<file path="src/rtl/sub32_bla_serial_pkg.sv">
// Shared constants and FSM state type for the serial borrow-lookahead subtractor.
package sub32_bla_serial_pkg;

  localparam int DEF_WIDTH   = 32;
  localparam int DEF_SLICE_W = 8;

  typedef enum logic [1:0] {
    IDLE = 2'd0,
    RUN  = 2'd1,
    DONE = 2'd2
  } state_t;

endpackage

</file>
<file path="src/rtl/sub32_bla_serial_sub8_bla.sv">
// Combinational W-bit borrow-lookahead subtract slice: diff = a - b - bin.
// Each internal borrow is formed directly from the generate/propagate terms
// of all lower bits rather than chained bit to bit.
module sub8_bla #(
  parameter int W = 8
) (
  input  logic [W-1:0] a,
  input  logic [W-1:0] b,
  input  logic         bin,
  output logic [W-1:0] diff,
  output logic         bout
);

  logic [W-1:0] g;
  logic [W-1:0] p;
  logic [W:0]   br;

  assign g = ~a & b;
  assign p = ~(a ^ b);

  // lookahead borrows: br[i] = OR_j (g[j] & p[j+1..i-1]) | (p[0..i-1] & bin)
  always_comb begin
    logic term;
    br = '0;
    br[0] = bin;
    for (int i = 1; i <= W; i++) begin
      term = bin;
      for (int k = 0; k < i; k++) term = term & p[k];
      br[i] = term;
      for (int j = 0; j < i; j++) begin
        term = g[j];
        for (int k = j + 1; k < i; k++) term = term & p[k];
        br[i] = br[i] | term;
      end
    end
  end

  assign diff = a ^ b ^ br[W-1:0];
  assign bout = br[W];

endmodule

</file>
<file path="src/rtl/sub32_bla_serial.sv">
// Serial subtractor: one SLICE_W-bit lookahead slice per cycle, LSB first,
// with the inter-slice borrow held in a register. Valid/ready on both sides.
module sub32_bla_serial
  import sub32_bla_serial_pkg::*;
#(
  parameter int WIDTH   = DEF_WIDTH,
  parameter int SLICE_W = DEF_SLICE_W
) (
  input  logic             clk,
  input  logic             rst_n,
  input  logic             in_valid,
  output logic             in_ready,
  input  logic [WIDTH-1:0] a,
  input  logic [WIDTH-1:0] b,
  input  logic             bin,
  output logic             out_valid,
  input  logic             out_ready,
  output logic [WIDTH-1:0] diff,
  output logic             bout,
  output logic             z,
  output logic             n,
  output logic             v
);

  localparam int NSLICE = WIDTH / SLICE_W;
  localparam int IDX_W  = (NSLICE > 1) ? $clog2(NSLICE) : 1;
  localparam logic [IDX_W-1:0] LAST = IDX_W'(NSLICE - 1);

  state_t             state, nxt;
  logic [WIDTH-1:0]   a_q, b_q;
  logic               brw;
  logic [IDX_W-1:0]   idx;
  logic [SLICE_W-1:0] s_a, s_b, s_diff;
  logic               s_bout;
  logic [WIDTH-1:0]   diff_full;

  assign s_a = a_q[int'(idx)*SLICE_W +: SLICE_W];
  assign s_b = b_q[int'(idx)*SLICE_W +: SLICE_W];

  sub8_bla #(.W(SLICE_W)) u_slice (
    .a    (s_a),
    .b    (s_b),
    .bin  (brw),
    .diff (s_diff),
    .bout (s_bout)
  );

  // result with the current slice merged in; used for flags on the last slice
  always_comb begin
    diff_full = diff;
    diff_full[int'(idx)*SLICE_W +: SLICE_W] = s_diff;
  end

  // state register
  always_ff @(posedge clk or negedge rst_n) begin
    if (!rst_n) state <= IDLE;
    else        state <= nxt;
  end

  // next-state logic
  always_comb begin
    nxt = state;
    unique case (state)
      IDLE:    if (in_valid)    nxt = RUN;
      RUN:     if (idx == LAST) nxt = DONE;
      DONE:    if (out_ready)   nxt = IDLE;
      default: nxt = IDLE;
    endcase
  end

  assign in_ready  = (state == IDLE);
  assign out_valid = (state == DONE);

  // operand capture, slice sequencing and result/flag registers
  always_ff @(posedge clk or negedge rst_n) begin
    if (!rst_n) begin
      a_q  <= '0;
      b_q  <= '0;
      brw  <= 1'b0;
      idx  <= '0;
      diff <= '0;
      bout <= 1'b0;
      z    <= 1'b0;
      n    <= 1'b0;
      v    <= 1'b0;
    end else begin
      case (state)
        IDLE: if (in_valid) begin
          a_q <= a;
          b_q <= b;
          brw <= bin;
          idx <= '0;
        end
        RUN: begin
          diff[int'(idx)*SLICE_W +: SLICE_W] <= s_diff;
          brw <= s_bout;
          idx <= idx + 1'b1;
          if (idx == LAST) begin
            bout <= s_bout;
            z    <= (diff_full == '0);
            n    <= diff_full[WIDTH-1];
            v    <= (a_q[WIDTH-1] ^ b_q[WIDTH-1]) & (a_q[WIDTH-1] ^ diff_full[WIDTH-1]);
          end
        end
        default: ;
      endcase
    end
  end

endmodule

</file>
<file path="config.mk">
export PLATFORM = sky130hd
export DESIGN_NAME = sub32_bla_serial
export DESIGN_NICKNAME = d
export VERILOG_FILES = /design/src/rtl/sub32_bla_serial_pkg.sv /design/src/rtl/sub32_bla_serial_sub8_bla.sv /design/src/rtl/sub32_bla_serial.sv
export SDC_FILE = /design/constraint.sdc
export NUM_CORES = 1
export LEC_CHECK = 0
export BUFFER_PORTS_ARGS = -buffer_cell sky130_fd_sc_hd__buf_2
export CORE_MARGIN = 1.5
export CORE_UTILIZATION = 54
export CTS_CLUSTER_SIZE = 12
export DETAILED_ROUTE_END_ITERATION = 12
export PLACE_DENSITY = 0.89
export SETUP_SLACK_MARGIN = 0.5
export SYNTH_ARGS = -nofsm -noshare
export SYNTH_HDL_FRONTEND = slang
export SYNTH_SLANG_ARGS = --single-unit
</file>
<file path="constraint.sdc">
create_clock -name clk -period 4.2 [get_ports clk]
set_input_delay 0.84 -clock clk [delete_from_list [all_inputs] [get_ports clk]]
set_output_delay 0.84 -clock clk [all_outputs]
set_load 0.005 [all_outputs]
</file>
==> impl_metrics.yaml <==
power:
  leakage_nw: 2.77
  power_density_nw_per_um2: 985
  vdd_ir_drop_max_v: 0.000651
finish:
  final_layout_size_suffix_gt1_share_pct: 43.1
  multi_input_area_sq_um: 2210
  antenna_cells: 0
  fill_cells: 646
  regArea_sq_um: 2630
  area_growth_syn_to_layout_pct: 17.0
  nets: 581
  layout_common_cells: "105 x dfrtp_1, 105 x buf_2, 65 x mux2_2"
critical_path:
  end_kind: "flip-flop"
  critPathArrivalTime_ns: 3.48
  crit_required_ns: 4.49
  critical_path_class: "reg -> reg"
  slowest_stage: "dfrtp_1"
  slowest_delay_ns: 0.60
  cp_max_fo: 11
  path_cells: "mux4_2 -> inv_1 -> ha_1 -> ha_1 -> o211a_1 -> o211a_1 -> o2111ai_2 -> a21oi_2 -> or4b_4 -> a41oi_2"
  start_kind: "flip-flop"
cts:
  post_cts_buffers: 0
  clk_pin_slew_ns: 0.10
  cts_tree: "done"
  cts-root-buf: "clkbuf_8"
  worstSkewPairLatency_ns: 0.37
  h-tree-depth: 3
  clk_path_buf_depth: 2
  ctsHoldBuffers: 0
  cts-buffers-inserted: 9
  clock_sinks: 105
  cts_resized: 0
detailed_routing:
  ant_nets: 0
  finalWirelength_mm: 11.6
  first_pass_iters: 11
  viasPerCell: 5.95
  drc: 7
  via_count: 3626
  drt-wirelength-per-cell_um: 19.0
  drt_iter0_drc: 337
placed_design:
  port_buffers: 106
  hpwl_mm: 8.69
  place_congestion: 0.981
grt:
  met3_usage_pct: 6.24
  antenna_found_initial: 0
  gr-usage-met1_pct: 32.7
  grt_use_met2_pct: 42.1
  grt_max_degree: 69
  grt_overflow: 0
  grt_pass1_wl_mm: 19.0
  grt_pass1_vias: 3761
  grt_usage_pct: 25.2
  grt.busiest_layer: "met2"
outcome:
  violations: "DRC"
  outcome: "finished with violations"
floorplan:
  start_util_pct: 56.2
  die_h_um: 98.7
  dieArea_sq_um: 9750
  die_w_um: 98.7
  core_sq_um: 8810
  num_rows: 34
  ioPinCount: 107
timing:
  holdWs_ns: 0.493
  fin_skew_ns: 0.0111
  slew_headroom_pct: 18.6
  tns_ns: 0
  worst_slew_pin_slew_ns: 1.22
  drv_slew: 0
  final_hold_viol_count: 0
  period_share_pct: 76.1
  rsz0062_at_grt: "no"
  min_period_ns: 3.20
  fmax_ghz: 0.313
  setup_viol: 0
synth:
  synth_top_area_share_pct: 53.1
  synth_edf_count: 0
  synth.area.top_cells: "dfrtp_1 53%, mux2_2 15%, mux4_2 7.3%, ha_1 3.8%, o21ai_0 3.6%"
  synth_cells: 388
  yosysTopAreaCell: "dfrtp_1"
  ys.flop_type: "dfrtp_1"
  synth_fp_nets: 473
  ys_warn_count: 0
  synth-seq-cells: 105
  syn_area_per_cell_sq_um: 12.8
  ys_seq_area_share_pct: 53.1
  async_flop_share_pct: 100
  synth_area_sq_um: 4950
  ys_types: 45
hold_path:
  hp-class: "reg -> reg"
run:
  maxCapViolations: 0
final timing paths:
| path | slack (ns) | to | from | depth (start not counted) |
|---|---|---|---|---|
| worst min register to register | 0.49 | n | n | 2 |
| worst max register to register | 1.00 | v | idx[1] | 10 |
| min in group asynchronous | 0.56 | z | rst_n | 2 |
| worst min-delay path | 0.49 | n | n | 2 |
| worst max-delay path | 1.00 | v | idx[1] | 10 |
| max in group asynchronous | 3.09 | b_q[18] | rst_n | 2 |
critical path: cells and delay by family (launching register included):
| kind | cells | cell delay [ns] |
|---|---|---|
| flops | 1 | 0.60 |
| simple gates | 1 | 0.52 |
| fa+ha+maj | 2 | 0.47 |
| buf+inv | 1 | 0.11 |
| compound gates | 5 | 1.05 |
| mux | 1 | 0.37 |
metal layers:
layer	part of all wire (%)	up-vias
li1	-	1638
met1	40	1792
met2	51	179
met3	7.4	17
met4	1.6	0
met5	0	-
registers in the layout, indices dropped and copies added (netlist names):
signal / flops
diff: 32
state: 2
bout: 1
a_q: 32
brw: 1
n: 1
idx: 2
v: 1
b_q: 32
z: 1
Yosys cell counts (5+ instances only):
| library cell | count |
|---|---|
| mux4_2 | 16 |
| buf_2 | 5 |
| nand2_1 | 42 |
| clkbuf_1 | 6 |
| mux2_2 | 65 |
| a21oi_1 | 8 |
| nor4_1 | 9 |
| o21ai_0 | 36 |
| ha_1 | 15 |
| dfrtp_1 | 105 |
| nor2_1 | 7 |
| inv_1 | 14 |
cell families (layout without fill, tap and decap cells):
kind of cell	Yosys count	after routing	synth area share, %
AO/OA/AOI/OAI	72	72	9.71
adder cells (fa/ha/maj)	16	16	4.20
flip-flops	105	105	53.1
buffers and inverters	29	142	2.33
AND/OR/NAND/NOR	80	80	7.74
XOR/XNOR	5	5	0.885
multiplexers	81	81	22.1
layout make-up:
| cell class | instances | area share [%] |
|---|---|---|
| clock buffers | 10 | 2.38 |
| repair buffers | 112 | 9.98 |
| clock inverters | 6 | 0.864 |
| multi-input cells | 254 | 38.1 |
| well taps | 108 | 2.33 |
| inverters | 14 | 0.908 |
| flip-flops and latches | 105 | 45.4 |
power breakdown:
group / total [mW] / switching [mW] / internal, mW
Combinational: 3.34 / 1.88 / 1.45
Clock: 0.596 / 0.357 / 0.239
Sequential: 1.77 / 0.316 / 1.46
stage by stage:
stage	utilization (%)	instances	total power [mW]	instance area (sq um)	setup WS (ns)
after detailed placement	63.6	593	5.05	5600	1.06
after global placement	63.6	593	4.86	5600	1.19
after floorplan	-	388	4.06	4950	0.748
after CTS	65.7	609	5.67	5790	1.03
after global routing	65.7	609	6.06	5790	0.815
final	65.7	609	5.71	5790	1.00
No activity file was read; power rests on OpenSTA's default activity.
